**src/rtl/tick_watchdog_sched.sv**
```systemverilog
// Tick spacing watchdog: validates tick intervals against a window, divides good ticks
// into scheduler events posted over req/ack, and raises sticky fault flags.
//
// state   | meaning
// S_IDLE  | waiting for the first tick, no interval checks
// S_RUN   | locked, every tick checked against the window
// S_FAULT | absorbing until rst, pending req still drains on ack
module tick_watchdog_sched #(
  parameter int unsigned PERIOD = 12501,
  parameter int unsigned MARGIN = 2,
  parameter int unsigned DIV    = 8,
  parameter int unsigned CBITS  = 15,
  parameter int unsigned EBITS  = 8
) (
  input  logic             clk,
  input  logic             rst,
  input  logic             tick,
  input  logic             tick_err,
  input  logic             ack,
  output logic             req,
  output logic [EBITS-1:0] ev_cnt,
  output logic             locked,
  output logic             timeout,
  output logic             early,
  output logic             upstream_fault,
  output logic             overrun
);

  localparam int unsigned TCBITS = $clog2(DIV);
  localparam logic [CBITS:0]    LO_LIM  = (CBITS+1)'(PERIOD - MARGIN);
  localparam logic [CBITS:0]    HI_LIM  = (CBITS+1)'(PERIOD + MARGIN);
  localparam logic [TCBITS-1:0] TC_LAST = TCBITS'(DIV - 1);

  typedef enum logic [1:0] {S_IDLE, S_RUN, S_FAULT} state_t;

  state_t             r_state, w_state_nxt;
  logic [CBITS-1:0]   r_gap, w_gap_nxt;
  logic [TCBITS-1:0]  r_tcnt, w_tcnt_nxt;
  logic               r_req, w_req_nxt;
  logic [EBITS-1:0]   r_ev_cnt, w_ev_cnt_nxt;
  logic               r_timeout, r_early, r_upstream_fault, r_overrun;
  logic               w_to_set, w_early_set, w_uf_set, w_ovr_set, w_ev;
  logic [CBITS:0]     w_interval;

  // Interval carries one extra bit so gap+1 never wraps before comparison.
  assign w_interval = {1'b0, r_gap} + (CBITS+1)'(1);

  always_comb begin
    w_state_nxt  = r_state;
    w_gap_nxt    = r_gap;
    w_tcnt_nxt   = r_tcnt;
    w_ev         = 1'b0;
    w_to_set     = 1'b0;
    w_early_set  = 1'b0;
    w_uf_set     = 1'b0;
    w_ovr_set    = 1'b0;
    w_req_nxt    = r_req;
    w_ev_cnt_nxt = r_ev_cnt;

    case (r_state)
      S_IDLE: begin
        w_gap_nxt = '0;
        if (tick) begin
          w_state_nxt = S_RUN;
          w_tcnt_nxt  = TCBITS'(1);
        end
      end
      S_RUN: begin
        w_uf_set    = tick_err;
        w_early_set = tick && (w_interval < LO_LIM);
        w_to_set    = !tick && (w_interval == HI_LIM);
        if (w_uf_set || w_early_set || w_to_set) begin
          w_state_nxt = S_FAULT;
        end else if (tick) begin
          w_gap_nxt = '0;
          if (r_tcnt == TC_LAST) begin
            w_tcnt_nxt = '0;
            w_ev       = 1'b1;
          end else begin
            w_tcnt_nxt = r_tcnt + TCBITS'(1);
          end
        end else if (r_gap != '1) begin
          w_gap_nxt = w_interval[CBITS-1:0];
        end
      end
      S_FAULT: begin
        w_uf_set = tick_err;
      end
      default: begin
        w_state_nxt = S_IDLE;
      end
    endcase

    // A new event retires any outstanding request in the same cycle it posts.
    if (w_ev) begin
      w_req_nxt    = 1'b1;
      w_ovr_set    = r_req && !ack;
      w_ev_cnt_nxt = r_ev_cnt + EBITS'(1);
    end else if (r_req && ack) begin
      w_req_nxt = 1'b0;
    end
  end

  always_ff @(posedge clk) begin
    if (rst) begin
      r_state          <= S_IDLE;
      r_gap            <= '0;
      r_tcnt           <= '0;
      r_req            <= 1'b0;
      r_ev_cnt         <= '0;
      r_timeout        <= 1'b0;
      r_early          <= 1'b0;
      r_upstream_fault <= 1'b0;
      r_overrun        <= 1'b0;
    end else begin
      r_state          <= w_state_nxt;
      r_gap            <= w_gap_nxt;
      r_tcnt           <= w_tcnt_nxt;
      r_req            <= w_req_nxt;
      r_ev_cnt         <= w_ev_cnt_nxt;
      r_timeout        <= r_timeout | w_to_set;
      r_early          <= r_early | w_early_set;
      r_upstream_fault <= r_upstream_fault | w_uf_set;
      r_overrun        <= r_overrun | w_ovr_set;
    end
  end

  assign req            = r_req;
  assign ev_cnt         = r_ev_cnt;
  assign locked         = (r_state == S_RUN);
  assign timeout        = r_timeout;
  assign early          = r_early;
  assign upstream_fault = r_upstream_fault;
  assign overrun        = r_overrun;

endmodule

```
**config.mk**
```make
export PLATFORM = sky130hd
export DESIGN_NAME = tick_watchdog_sched
export DESIGN_NICKNAME = d
export VERILOG_FILES = /design/src/rtl/tick_watchdog_sched.sv
export SDC_FILE = /design/constraint.sdc
export NUM_CORES = 1
export LEC_CHECK = 0
export CAP_MARGIN = 0
export CORE_ASPECT_RATIO = 0.75
export CORE_UTILIZATION = 26
export DETAILED_ROUTE_END_ITERATION = 7
export GPL_TIMING_DRIVEN = 0
export HOLD_SLACK_MARGIN = 0.12
export PLACE_DENSITY_LB_ADDON = 0.1
export SLEW_MARGIN = 40
export SYNTH_ARGS = -nofsm -noshare
export SYNTH_HDL_FRONTEND = slang
export SYNTH_SLANG_ARGS = --single-unit
```
**constraint.sdc**
```tcl
create_clock -name clk -period 5.1 [get_ports clk]
set_input_delay 0.765 -clock clk [delete_from_list [all_inputs] [get_ports clk]]
set_output_delay 0.765 -clock clk [all_outputs]
set_load 0.05 [all_outputs]
```
# Word-level counts from Yosys, hierarchy flattened
# Index checks and enable logic that the tools add are counted.
word_totals:
  ff_bits: 33
  in_bits: 5
  output_inout_bits: 14
  wordCells: 65
op_classes:
  addsub: 3
  magnitude_cmp: 1
  n_eq_ne: 10
  muxes: 22
  bitwise_logic: 5
  n_reduce_logical: 15
op_table:
  columns: ["operator", "n"]
  rows:
  - ["$mux W15", 3]
  - ["$pmux W15 S2", 1]
  - ["$add A15 B1 Y16 const B", 1]
  - ["$eq A16 B14 Y1 const B", 1]
  - ["$lt A16 B14 Y1 const B", 1]
  - ["$ne A15 B15 Y1 const B", 1]
  - ["$mux W3", 4]
  - ["$mux W1", 10]
  - ["$add A8 B1 Y8 const B", 1]
  - ["$ne A2 B2 Y1 const B", 3]
  - ["$pmux W2 S3", 1]
  - ["$pmux W3 S2", 1]
  - ["$reduce_and A3 Y1", 2]
  - ["$logic_and A1 B1 Y1", 4]
  - ["$mux W2", 2]
  - ["$or A1 B1 Y1", 4]
  - ["$reduce_and A4 Y1", 1]
  - ["$reduce_bool A2 Y1", 2]
  - ["$add A3 B1 Y3 const B", 1]
  - ["$eq A3 B3 Y1 const B", 1]
  - ["$ne A3 B2 Y1 const B", 1]
  - ["$eq A2 B1 Y1 const B", 1]
  - ["$eq A2 B2 Y1 const B", 1]
  - ["$logic_not A1 Y1", 2]
  - ["5 further kinds", 6]

# Logic depth before layout (Yosys ltp)
# Gate-level depths: netlist of the first run.
logic_depth:
  word_depth: 9
  ltp_mapped: 11
  mapped_depth_nobuf: 8

# Worst setup path after synthesis of the first run
# OpenSTA, ideal clock, no wires.
synth_path:
  path_type: "register to register"
  start: "register r_gap[1]"
  end: "register r_ev_cnt[5], in the netlist ev_cnt[5]"
  t_arrival_ns: 2.395
  setup_slack_ns: 2.582
  path_stages_with_launch: 11
  path_buffers: 2
  path_cell_list: "dfxtp_1 ha_1 buf_1 nand4b_1 o31ai_1 a32o_1 a311oi_2 o211a_4 buf_6 nor4_4 mux2_1"
synth_between:
  elab_chain_len: 7
synth_lines:
  columns: ["element", "line", "rtl"]
  rows:
  - ["start, declared", "37", "logic [CBITS-1:0] r_gap, w_gap_nxt;"]
  - ["start signal, assigned", "117", "r_gap <= w_gap_nxt;"]
  - ["$add A15 B1 Y16 *", "46", "assign w_interval = {1'b0, r_gap} + (CBITS+1)'(1);"]
  - ["$lt A16 B14 Y1", "70", "w_early_set = tick && (w_interval < LO_LIM);"]
  - ["$logic_and A1 B1 Y1", "70", null]
  - ["$logic_or A1 B1 Y1", "72", "if (w_uf_set || w_early_set || w_to_set) begin"]
  - ["$logic_or A1 B1 Y1 *", "72", null]
  - ["$mux W1 *", "72", null]
  - ["$mux W1 *", "60", "case (r_state)"]
  - ["end signal, assigned", "120", "r_ev_cnt <= w_ev_cnt_nxt;"]
  - ["end, declared", "40", "logic [EBITS-1:0] r_ev_cnt, w_ev_cnt_nxt;"]
# Mark *: on every way between the ends. The rest lies on a longest branch, timed or not.
# A chain may end at the register's enable or synchronous reset.

# Worst setup path in the final report of the first run
layout_path:
  start: "register r_gap[1]"
  end: "register r_gap[10]"
layout_between:
  elab_chain_len: 7
layout_lines:
  columns: ["element", "line"]
  rows:
  - ["$add A15 B1 Y16", "46"]
  - ["$lt A16 B14 Y1", "70"]
  - ["$logic_and A1 B1 Y1", "70"]
  - ["$logic_or A1 B1 Y1 (2 in a row)", "72"]
  - ["$ne A2 B2 Y1 (no source line)", null]
  - ["$reduce_and A3 Y1 (no source line)", null]
# Parallel ways exist; a longest one is shown, timed or not. The select of a mux whose other input is x is not followed.

==> results of run 1 <==
kinds of logic (layout without fill, tap and decap cells):
kind of cell    Yosys count  after routing
xor+xnor                  4              4
mux                       8              8
simple gates            138            138
buf+inv                  32             56
compound gates           63             63
flops                    33             33
fa+ha+maj                 8              8
worst min-delay path: cells and delay by family (launching register included):
kind	cells	cell delay [ps]
flip-flops	1	300
buffers and inverters	1	50
AO/OA/AOI/OAI	1	50
power by group through the flow:
stage	Combinational (mW)	Clock (mW)	Sequential [mW]
after floorplan	0.0624	0	0.278
after global placement	0.103	0	0.273
after detailed placement	0.103	0	0.272
after CTS	0.103	0.316	0.267
after global routing	0.111	0.325	0.268
final	0.101	0.304	0.267
worst max path at each step:
stage,start,endpoint,slack [ps]
finish,r_gap[1],r_gap[10],2100
global route,r_gap[1],r_gap[11],1810
CTS,r_gap[1],r_gap[10],2080
detailed placement,r_gap[1],r_gap[11],2070
global placement,r_gap[1],r_gap[3],2020
floorplan,r_gap[1],ev_cnt[5],2580
area by class of cell:
class                      instances  area (um^2)  area share
clock buffer                       7          143      0.0517
multi-input combinational        221         1490       0.539
inverter                           8         30.0      0.0109
tap                              108          135      0.0490
sequential                        33          661       0.240
buffer                            24          133      0.0481
timing repair buffer              17          170      0.0617
routing by layer:
layer / vias to the layer above / share of wire / GRT usage / wire length, um
met5: - / 0 / 0 / 0
met4: 0 / 0.0063 / 0.0255 / 42
met3: 7 / 0.027 / 0.0349 / 184
met2: 26 / 0.38 / 0.202 / 2550
met1: 1030 / 0.59 / 0.240 / 3940
li1: 1113 / - / - / -
sequential cells by signal, summed over array words and instances, names as in the netlist:
signal and count:
r_state 2, upstream_fault 1, r_gap 15, early 1, timeout 1, req 1
r_tcnt 3, overrun 1, ev_cnt 8
cells in the final DEF (no fill, tap or decap), types with 8 or more instances in the layout:
cell type,Yosys,routed
sky130_fd_sc_hd__dfxtp_1,33,33
sky130_fd_sc_hd__nand2_1,26,26
sky130_fd_sc_hd__nand3_1,22,22
sky130_fd_sc_hd__nor2_1,21,21
sky130_fd_sc_hd__clkdlybuf4s50_1,0,17
sky130_fd_sc_hd__or4_1,12,12
sky130_fd_sc_hd__a21oi_1,12,12
sky130_fd_sc_hd__clkbuf_1,10,11
sky130_fd_sc_hd__o211ai_1,10,10
sky130_fd_sc_hd__inv_1,8,8
sky130_fd_sc_hd__ha_1,8,8
==> impl_summary.md, run 1 <==
Outcome
The flow ran to the end, and the final reports show no timing, DRC or antenna violations.

Setup path
The logic depth of the worst register-to-register path is 11. The largest fanout of any net on the critical path is 10. STA classifies the critical path endpoint as a flip-flop. The arrival time of data at the critical path endpoint is approximately 3200 ps.

The type of the worst setup path is reg2reg. The cell with the biggest individual delay on the critical path is sky130_fd_sc_hd__dfxtp_1. The largest single stage delay on the critical path is 470 ps. The startpoint identified for the worst register-to-register timing path is r_gap[1]. Counting both buffers and inverters, the worst setup path holds a total of 3. The startpoint type of the worst setup path is a flip-flop. The capture instance of the worst register-to-register path is r_gap[10]. The internal reg-to-reg setup slack is 2100 ps. Data on the critical path is required at its endpoint by 5290 ps. In this run the number of cells on the critical path is 11. Walking the worst path, the cells encountered are ha_1, buf_1, nand3b_1, o22ai_1, a31o_2, nand4_1, o31ai_4, buf_6, nor3_1, buf_2, o211ai_1. The cell family contributing the most delay on the critical path is compound AO/OA/AOI/OAI gates.

Routing
Before antenna repair, the detailed router went through 4 iterations. The total routed wirelength is 6720 um. The count of vias placed by the detailed router is 2,176.

The vias per cell is 5.21. The detailed-route DRC error count is 0. Once detail routing completed, the nets flagged for antenna violations numbered 0.

The number of design-rule violations left by the first detailed-router iteration is 104. After detailed routing, the average wire length per cell comes to 16.1 um.

Global routing
The global routing usage summed across all routing layers is 0.151. Entering global routing, the biggest net connects 11 pins. The initial antenna violation count is 0. The via count of the first global-routing pass came to 2,039. The first global-routing pass estimated 11,100 um of wire. After global routing the overflow that remains totals 0.

Placement
The total placed cells including tap cells is 411. The placed wire-length estimate after detailed placement is 5030 um. During placement, the flow inserted port buffers numbering 17. The worst-case setup slack after placement is 2070 ps.

In this run the cell area measured after placement is 0.00262 mm^2. Routability-driven placement finished with a final weighted congestion of about 0.84.

Clocking
The clock-pin slew on the worst setup and hold paths is 60 ps. The count of clock tree sinks is 33. The clock tree from TritonCTS is done. The number of buffers inserted for hold repair after clock tree synthesis is 0. The H-tree level count is 2. For the worst-skew pair, the clock arrives at the later sink with an insertion delay of about 280 ps.

The maximum count of clock buffers along a single path is 2. The root buffer selected by CTS is sky130_fd_sc_hd__clkbuf_16. The number of buffers added for setup after CTS is 0.

The clock buffer count from CTS is 5. Once the clock tree was built, the resizer swapped 0 gates to a different size.

Synth
After synthesis, the share of cell area in mux cells is 0.0368. The largest family of logic cells by synthesized area is simple AND/OR/NAND/NOR gates. The mean post-synth cell area is 8.08 um^2.

The share of the synthesized area in the top cell type is 0.286. For this run, asynchronously set or reset flops after synthesis account for 0. The predominant post-synthesis flop cell is sky130_fd_sc_hd__dfxtp_1.

Of the total synthesized cell area, the portion taken by XOR and XNOR cells is 0.0152. Yosys attributes the largest share of cell area to sky130_fd_sc_hd__dfxtp_1 29%, sky130_fd_sc_hd__nand3_1 4.8%, sky130_fd_sc_hd__ha_1 4.3%. The commonest cells after synthesis are 33 x sky130_fd_sc_hd__dfxtp_1, 26 x sky130_fd_sc_hd__nand2_1, 22 x sky130_fd_sc_hd__nand3_1, 21 x sky130_fd_sc_hd__nor2_1. The area fraction in compound gates after synthesis is 0.215. The synthesized netlist net count is about 300.

In this run the cell area of the synthesized design comes to around 0.0023 mm^2. The number of distinct library cells after synthesis is 61. The library cell occupying the most area in the post-synthesis netlist is sky130_fd_sc_hd__dfxtp_1. For this run, the number of Yosys warnings is 0. After synthesis the netlist holds a flip-flop and latch count of 33.

Of the total synthesized cell area, the portion taken by AND, OR, NAND and NOR gates is 0.334. Synthesis handed over a netlist of 286 instances. In this run, synthesis inferred 0 flip-flops with an integrated enable. The adder-cell share of the synthesized area is 0.0433. sky130_fd_sc_hd__dfxtp_1 is the most common cell in the netlist.

The share of synthesized area occupied by flip-flops and latches is 0.286.

STA
For the pin with the worst max-slew slack, the measured transition is 769 ps. The final hold slack is roughly 450 ps. The total negative slack is 0 ps. The shortest period the worst path allows is 3000 ps. The final count of hold timing violations is 0. In the finished design, the share of the clock period the worst path needs comes to 0.589. Setup violations remaining at the end of the flow were counted as 0. The achievable frequency is 0.333 GHz. Setup repair after global routing left no endpoint under its margin. The final max-slew violation count is 0. The worst clock skew on the final layout is 6.52 ps. The worst max-slew margin expressed relative to the limit is 0.484. Setup slack closes at around 2100 ps.

Floorplan
The initial cell density of the core is 0.271. The area of the die is 0.00927 mm^2. The die is 83.6 um tall. The core footprint is 0.00853 mm^2. The number of placement rows is 29.

The die width is about 110 um. The total I/O pin count is 19.

Pwr
The net switching power is 0.184 mW. The share of total power dissipated in the clock network is 0.452. The net switching fraction of the power is 0.274. In this run the static leakage power is ~0.90 nW.

Across the VDD grid, the largest voltage drop is 0.123 mV. The areal power density over the cells is 244 mW/mm^2. The total chip power is 0.672 mW. The part of the total power dissipated in sequential elements is 0.398. The share of total power dissipated in combinational logic is 0.151. Cell internal power was estimated by the tool at between 0.4 and 0.5 mW.

Finish
The finished cells cover 0.00276 mm^2. The final non-filler cell total is 418. The filler cells instantiated in the layout total about 910. In the final design database the tool counted approximately 320 nets. The fraction of final layout cells with drive strength greater than 1 is 0.113.

The number of antenna diodes in the final layout is 0. For this run, the share of the core covered by cells in the final layout is 0.323. The area added between synthesis and finish is 19.4%.

Worst hold path
The endpoint of the worst hold path is overrun. The worst hold path belongs to the class reg2reg. In this run the most critical hold path is launched from overrun.

The number of instances on the worst hold path is 2.

Flow run
The max-cap violation count is 0.
Power figures use the tool's default switching activity.
==> run 2: changes to the inputs <==
- clock period: 5.1 -> 2.84 ns (I/O delays scaled with it)
==> run 2 against run 1 <==
Compared with the run above:
- routed wire length rose by 0.52%
- combinational power rose by 85%
- non-clock buffer count rose by 1
- sequential share of layout area fell by 0.31 points
- utilization rose by 0.48 points
- largest cell class unchanged
==> impl_summary.md, run 2 (synthesis gave the netlist of run 1 again) <==
Floorplan
The area of the die is 0.00927 mm^2. The die is 111 um wide. For this configuration, the core starts out at a cell density of 0.271. The number of placement rows is 29. In this run the count of I/O pins placed on the die edge is 19. The height of the die is 83.6 um. The core region is between 0.008 and 0.009 mm^2.

Placement
The routability congestion estimate from global placement is 0.844. After legalization and detailed placement, the total HPWL measured 5030 um. The count of input and output buffers is 17. The placed cell area is 0.00262 mm^2.

The total placed cells including tap cells is 411. The worst-case setup slack after placement is -188 ps.

STA
The worst clock skew on the final layout is 8.25 ps. The achievable frequency is 0.371 GHz. The actual slew at the worst max-slew pin is 787 ps. The final count of hold timing violations is 0. The shortest period the worst path allows is 2690 ps. The total of endpoints with negative setup slack in the final report is 0. The final max-slew violation count was 0.

For the final routed database, the setup TNS stands at 0 ps. The final setup slack of the worst path is 146 ps. The worst max-slew margin expressed relative to the limit is 0.472. In the finished design, the share of the clock period the worst path needs comes to 0.949.

Global routing
The global-route wire length before repair is 11,100 um. The initial antenna violation count came to 0. The via count of the first global-routing pass is 2,039. The overall overflow remaining after global route is 0. For this run, the total global-route usage over all layers was measured as 0.151. Entering global routing, the biggest net connects 11 pins.

Finish
The final non-filler cell total is 419. The register with the most flip-flops in the layout has 15 of them. After routing the design area is 0.00280 mm^2. After filler insertion, the fill cell instance count of the layout stands at ~900. In the final design database the tool counted 324 nets. Relative to the synthesized area, the layout overhead comes to 21.2%.

The register ranked first by flip-flop count is r_gap. In the layout the commonest cells are 32 x sky130_fd_sc_hd__dfxtp_1, 25 x sky130_fd_sc_hd__nand2_1, 22 x sky130_fd_sc_hd__nand3_1. The fraction of final layout cells with drive strength greater than 1 is 0.135. The number of antenna diodes in the final layout is 0. The library cell used most frequently in the layout, excluding fill and tap cells, is sky130_fd_sc_hd__dfxtp_1.

Setup path
STA puts the critical path data required time at 3010 ps. The startpoint type of the worst setup path is a flip-flop. The arrival time of data at the critical path endpoint is about 2900 ps. The critical path in this run is classified as reg2reg. The largest fanout of any net on the critical path is 10. The endpoint kind of the worst setup timing path is a flip-flop.

Routing
The residual antenna-violating net count after detailed routing is 0. For this block, the initial DRC count from the detailed router was 86. In the routed layout, each cell is associated on average with a via count of around 5.2. The first-pass iteration count of the detailed router is 4. The detailed-route DRC error count is 0. Summing over every cut layer, the via total after detailed routing is around 2,200.

The detailed-route wire length per cell is ~16 um. The routed design has around 6800 um of wire.

Pwr
The share of total power dissipated in the clock network is 0.452. Dividing total power by cell area gives a power density of 435 mW/mm^2. The net switching fraction of the power is 0.277. The net switching power is roughly 0.34 mW. The share of power burned in combinational logic is 0.153. The worst vdd rail ir drop is around 0.22 mV. Internal power comes to 0.879 mW. The standby leakage power is 0.933 nW. The part of the total power dissipated in sequential elements is 0.394.

Clocking
The count of clock tree sinks is 33. The clock buffer count from CTS is 5. The clock tree from TritonCTS is done.

Counting along the longest clock path gives a buffer depth of 2. At the later pin of the worst-skew pair, clock insertion delay measures 280 ps. Clock tree synthesis selected as its root buffer the cell sky130_fd_sc_hd__clkbuf_16. The H-tree level count is 2. Clock-pin slew was measured on the worst setup and hold paths at about 60 ps.

Worst hold path
The worst min-delay path class is reg2reg.

Flow run
The max-cap violation count is 0.

Outcome
The run finished with clean final reports.
[run 2: final cells by class]
| cell class | count | area (um^2) | share of cell area |
|---|---|---|---|
| Clock buffer | 7 | 143 | 0.0510 |
| Inverter | 8 | 30.0 | 0.0107 |
| Timing Repair Buffer | 19 | 185 | 0.0662 |
| Buffer | 23 | 140 | 0.0501 |
| Sequential cell | 33 | 662 | 0.236 |
| Multi-Input combinational cell | 221 | 1500 | 0.537 |
| Tap cell | 108 | 135 | 0.0483 |
[run 2: power by group through the flow]
stage | combinational [mW] | sequential, mW | clock [mW]
floorplan | 0.112 | 0.500 | 0
global placement | 0.184 | 0.489 | 0
detailed placement | 0.184 | 0.489 | 0
CTS | 0.185 | 0.479 | 0.567
global route | 0.204 | 0.481 | 0.584
finish | 0.187 | 0.480 | 0.550
[run 2: layer usage]
| metal | part of all wire | vias to the layer above | global-route usage |
|---|---|---|---|
| li1 | - | 1112 | - |
| met1 | 0.59 | 1039 | 0.240 |
| met2 | 0.38 | 25 | 0.202 |
| met3 | 0.029 | 7 | 0.0349 |
| met4 | 0.0062 | 0 | 0.0255 |
| met5 | 0 | - | 0 |
[run 2: critical path, cell delays in order (launching register included)]
cell,delay (ps)
sky130_fd_sc_hd__dfxtp_1,340
sky130_fd_sc_hd__clkbuf_4,200
sky130_fd_sc_hd__nand3_2,150
sky130_fd_sc_hd__or4_1,470
sky130_fd_sc_hd__a21oi_1,150
sky130_fd_sc_hd__o21ba_4,200
sky130_fd_sc_hd__o211a_4,280
sky130_fd_sc_hd__buf_6,160
sky130_fd_sc_hd__nor4_4,280
sky130_fd_sc_hd__mux2_1,340
[run 2: final timing paths]
kind	from	endpoint	slack, ps	cells after the start
worst max-delay path	r_gap[4]	ev_cnt[5]	150	9
worst min-delay path	overrun	overrun	450	2
worst max register to register	r_gap[4]	ev_cnt[5]	150	9
worst min register to register	overrun	overrun	450	2
[run 2: what timing repair did]
item,in CTS,in global routing
setup endpoints to repair,23,29
resized for setup,2,8
endpoints found under the hold margin,0,0
hold buffers,0,0
pin swaps,0,3
buffers inserted,0,2
[run 2: metrics by stage]
| step | total power, mW | hold slack [ps] | util |
|---|---|---|---|
| 2_1_floorplan | 0.612 | 464 | - |
| 3_3_place_gp | 0.674 | 432 | 0.307 |
| 3_5_place_dp | 0.674 | 444 | 0.307 |
| 4_1_cts | 1.23 | 453 | 0.324 |
| 5_1_grt | 1.27 | 502 | 0.328 |
| 6_report | 1.22 | 450 | 0.328 |
==> run 3: changes to the inputs <==
- CORE_UTILIZATION: 26 -> 60
- CTS_BUF_LIST: unset -> sky130_fd_sc_hd__clkbuf_8
==> run 3 against run 2 <==
Compared with the run above:
- sequential power about the same
- hold slack got worse by 4.2 ps
- largest power group is now registers
- clock power decreased by 37%
- global-route usage increased by 16 points
- register-to-register slack got worse by 40 ps
- cell area decreased by 5.1%
- largest cell class unchanged
- critical path depth increased by 1
- first-iteration DRC count increased to 3.1 times the previous value
==> impl_summary.md, run 3 (synthesis gave the netlist of run 1 again) <==
Outcome
The run finished with clean final reports.

Global routing
In the global route stage, overall resource usage came out at 0.311. The via count of the first global-routing pass is between 2,000 and 2,500. The maximum number of pins on one net before global-route repair is 11.

The overall overflow remaining after global route is 0. The first global-routing pass estimated 9870 um of wire. The initial antenna violation count is 0.

STA
In the final timing run, aggregate negative setup slack is 0 ps. The actual slew at the worst max-slew pin is 682 ps. The worst clock skew on the final layout is 7.61 ps. The shortest period the worst path allows is 2740 ps. The final count of hold timing violations is 0. Headroom to the max-slew limit came out at 0.542. Setup violations remaining at the end of the flow were counted as 0. The period utilization is 0.964.

After layout, the worst setup slack is 103 ps. The achievable frequency is 0.365 GHz. The final max-slew violation count is 0.

Placement
The placed wire-length estimate after detailed placement is 4290 um. At the end of routability-driven placement, the weighted congestion stood at between 0.8 and 0.9. The count of input and output buffers is 17. The worst-case setup slack after placement is -93.6 ps. Counting tap cells, the placed design contains a total of 355 instances.

Pwr
The analysis attributes to cell leakage a power of 0.911 nW. IR analysis of the VDD net gives a maximum drop of 0.456 mV. The areal power density over the cells is 377 mW/mm^2.

Clocking
The maximum count of clock buffers along a single path is 2. The clock tree from TritonCTS is done. The later pin in the worst-skew pair is clocked with a latency of roughly 290 ps.

The root buffer selected by CTS is sky130_fd_sc_hd__clkbuf_8. The number of buffers inserted for hold repair after clock tree synthesis is 0. CTS saw 33 sinks. The clock tree synthesis step divided the H-tree into 2 levels. After clock tree synthesis, the clock-pin slew on the worst setup and hold paths is 70 ps.

TritonCTS created 5 clock buffers.

Setup path
The type of the worst setup path is reg2reg. STA classifies the critical path startpoint as a flip-flop. The largest fanout of any net on the critical path is 10. The endpoint kind of the worst setup timing path is a flip-flop. The endpoint required time on the critical path is 3010 ps. The arrival time of data at the critical path endpoint is around 2900 ps.

Routing
Dividing the detail-routed wire length by the instance count gives 16.2 um. The residual antenna-violating net count after detailed routing is 0. Before antenna repair, the detailed router went through 5 iterations. The detailed-route DRC error count is 0. The count of vias placed by the detailed router is between 2,000 and 2,500.

For this block, the initial DRC count from the detailed router was 269. In the routed layout, each cell is associated on average with a via count of 6.30. The total routed wirelength is 5890 um.

Flow run
The max-cap violation count is 0.

Finish
The layout has 308 filler cells. The register with the most flip-flops in the layout has 15 of them. The number of antenna diodes is 0. The finished layout holds ~360 standard cells, fillers aside. Relative to the synthesized area, the layout overhead comes to 15.1%. The top cell types in the final layout, fill and taps aside, are 32 x sky130_fd_sc_hd__dfxtp_1, 25 x sky130_fd_sc_hd__nand2_1, 22 x sky130_fd_sc_hd__nand3_1.

For this run, the post-layout net count is 324. Of the cells placed in the final design, the portion with a size suffix greater than 1 is 0.135. The register ranked first by flip-flop count is r_gap. The library cell used most frequently in the layout, excluding fill and tap cells, is sky130_fd_sc_hd__dfxtp_1.

Floorplan
The floorplan has 19 rows. For this configuration, the core starts out at a cell density of 0.631. The core footprint is 0.00366 mm^2. The die is 55.7 um tall. The die width is 73.6 um.

19 I/O pins were placed. The die covers 0.00410 mm^2.

Worst hold path
The tightest min-delay check is of the reg2reg type.
## run 3: critical path, cell delays in order (launching register included)
cell                       delay (ps)
sky130_fd_sc_hd__dfxtp_1          340
sky130_fd_sc_hd__buf_2            220
sky130_fd_sc_hd__nand3_2          150
sky130_fd_sc_hd__nor4_4           320
sky130_fd_sc_hd__mux2i_1          360
sky130_fd_sc_hd__a211o_1          230
sky130_fd_sc_hd__o31ai_4          110
sky130_fd_sc_hd__buf_6            190
sky130_fd_sc_hd__nor3_1           310
sky130_fd_sc_hd__buf_4            260
sky130_fd_sc_hd__o211ai_1         120
## run 3: cell type report
type	count	area (um^2)	share of cell area
clock inverters	3	13.8	0.00518
flip-flops and latches	33	662	0.249
repair buffers	19	185	0.0697
well taps	52	65.1	0.0245
inverters	8	30.0	0.0113
clock buffers	5	68.8	0.0259
plain buffers	23	133	0.0499
multi-input cells	221	1500	0.565
## run 3: metal layers
metal  vias up  track usage  wire, um  part of all wire
met3         7       0.0652       462             0.078
met2        85        0.435      2480              0.42
met5         -            0         0                 0
li1       1119            -         -                 -
met1      1084        0.468      2880              0.49
met4         0        0.107        70             0.012
## run 3: final timing paths
kind | slack, ps | depth (start not counted) | startpoint | to
hold / removal | 450 | 2 | overrun | overrun
setup reg to reg | 100 | 10 | r_gap[4] | r_gap[6]
hold reg to reg | 450 | 2 | overrun | overrun
setup / recovery | 100 | 10 | r_gap[4] | r_gap[6]
## run 3: what timing repair did
action                                  in CTS  in global routing
gates resized for setup                      2                  4
pin swaps                                    0                  2
endpoints found under the setup margin      22                 28
buffers inserted                             0                  2
## run 3: metrics by stage
step	utilization	cell area, um^2	power (mW)	hold WS, ps
final	0.726	2660	1.00	446
after global routing	0.726	2660	1.04	459
after CTS	0.719	2630	1.00	446
after detailed placement	0.695	2540	0.661	436
after global placement	0.695	2540	0.659	438
after floorplan	-	2310	0.612	464
## run 3: where the power goes
group	internal [mW]	switching, mW
sequential	0.472	0.00622
combinational	0.0612	0.119
clock	0.166	0.178
total	0.700	0.303
==> variant: new RTL, flow settings as in run 2 <==
Change the parameter `DIV` from 8 to 4.
--- a/src/rtl/tick_watchdog_sched.sv
+++ b/src/rtl/tick_watchdog_sched.sv
@@ -8,7 +8,7 @@
 module tick_watchdog_sched #(
   parameter int unsigned PERIOD = 12501,
   parameter int unsigned MARGIN = 2,
-  parameter int unsigned DIV    = 8,
+  parameter int unsigned DIV    = 4,
   parameter int unsigned CBITS  = 15,
   parameter int unsigned EBITS  = 8
 ) (
Check against the original RTL: same outputs for any inputs over 10 cycles, from zero or initial values and one cycle with rst high; that may be too few to reach the edited logic, so the function may still have changed.
==> variant against run 2 <==
- first-iteration DRC count up 130%
- cell count down 4.3%
- die area down 9.7%
- sequential cell count down 1
- worst setup slack worse by 0.039 ns
- combinational power down 10%
- clock skew up 0.0034 ns
- clock power down 17%
- highest routed layer unchanged
- area after synthesis down 9.9%
- wire length down 4.2%
- total power down 11%
- critical endpoint unchanged
- cell area down 2.2%
- count of clock-buffer cells in the layout down 2
==> variant: results (changes against run 2) <==
| Metric | Value |
|---|---|
| Status | finished, final reports clean |
| DR iter-0 viols | 201 (+130%) |
| Switching share of power | 28.7% (+1.0 points) |
| Worst-path clk slew | 0.08 ns (+0.02 ns) |
| Syn_nets | 271 (-9.4%) |
| Worst endpoint data arrival time | 2.92 ns (+0.06 ns) |
| Drt wl/cell | 16.1 µm (+0.12%) |
| # Taps | 101 (-6.5%) |
| First-pass GRT wire length | 10.1 mm (-9.5%) |
| Register area share after synthesis | 30.8% (+2.2 points) |
| Worst flop-to-flop path endpoint | r_gap[10]$_SDFFE_PP0P_ |
| Final GP Congestion | 0.816 (-3.3%) |
| Mux contribution to synthesized area | 3.85% (+0.16 points) |
| M1 WL | 3.43 mm (-13%) |
| Synth Area in Adders | 4.21% (-0.12 points) |
| Cells after synthesis | 259 (-9.4%) |
| Worst path max stage delay | 0.70 ns (+0.23 ns) |
| Maximum ir drop on the vdd rail | 0.000222 V (-0.37%) |
| ClkCell Share | 4.07% (-1.0 points) |
| Compound-Gate Fraction of Synth Area | 24.4% (+3.0 points) |
| Largest net degree at the start of global routing | 12 (+1) |
| Layout cells sized above 1 | 21.3% (+7.8 points) |
| Placed wire-length estimate | 4.40 mm (-12%) |
| Met3 wire length | 374 µm (+94%) |
| Vias in the first global route | 1876 (-8.0%) |
| Count of different cell masters after synthesis | 59 (-3.3%) |
| Hold Startpoint | early$_SDFF_PP0_ |
| Slowest CP cell | clkdlybuf4s50_1 |
| Max-slew headroom | 38.1% (-9.1 points) |
| Setup Skew | 0.0116 ns (+0.00336 ns) |
| CP delay by family, top | buffers and inverters |
| Seq pwr | 0.000461 W (-4%) |
| Inst Count DP | 378 (-8.0%) |
| Area of placed instances | 2390 µm² (-8.7%) |
| Synth Area in XOR/XNOR | 0.842% (-0.67 points) |
| Hold path cells | 1 (-1) |
| Dominant cells by area after synthesis | dfxtp_1 31%, a31oi_1 5.1%, nand3_1 5.1% |
[variant: cell types whose count changed after synthesis, moves of 4 or more]
cell      delta
a31oi_1     +14
or4_1        -9
clkbuf_1     -7
nand2_1      -5
and2_1       -4
buf_4        +4
nand2b_1     -4
nor3_1       -4
o21ai_1      -4
[variant: worst reg2reg max path, delay by kind of cell (launching register included)]
| kind | cells | cell delay [ns] |
|---|---|---|
| buffers and inverters | 6 | 0.98 |
| AOI/OAI and AO/OA | 3 | 0.51 |
| and+or+nand+nor | 3 | 0.48 |
| DFF | 1 | 0.37 |
| muxes | 1 | 0.30 |
[variant: how the worst max path moves through the flow]
stage                        endpoint  cells past startpoint
2_1_floorplan  ev_cnt[6]$_SDFFE_PP0P_                     10
5_1_grt         r_gap[7]$_SDFFE_PP0P_                     10
3_5_place_dp    r_gap[8]$_SDFFE_PP0P_                     10
4_1_cts        r_gap[14]$_SDFFE_PP0P_                     11
6_report       ev_cnt[5]$_SDFFE_PP0P_                      9
3_3_place_gp   r_gap[10]$_SDFFE_PP0P_                     10
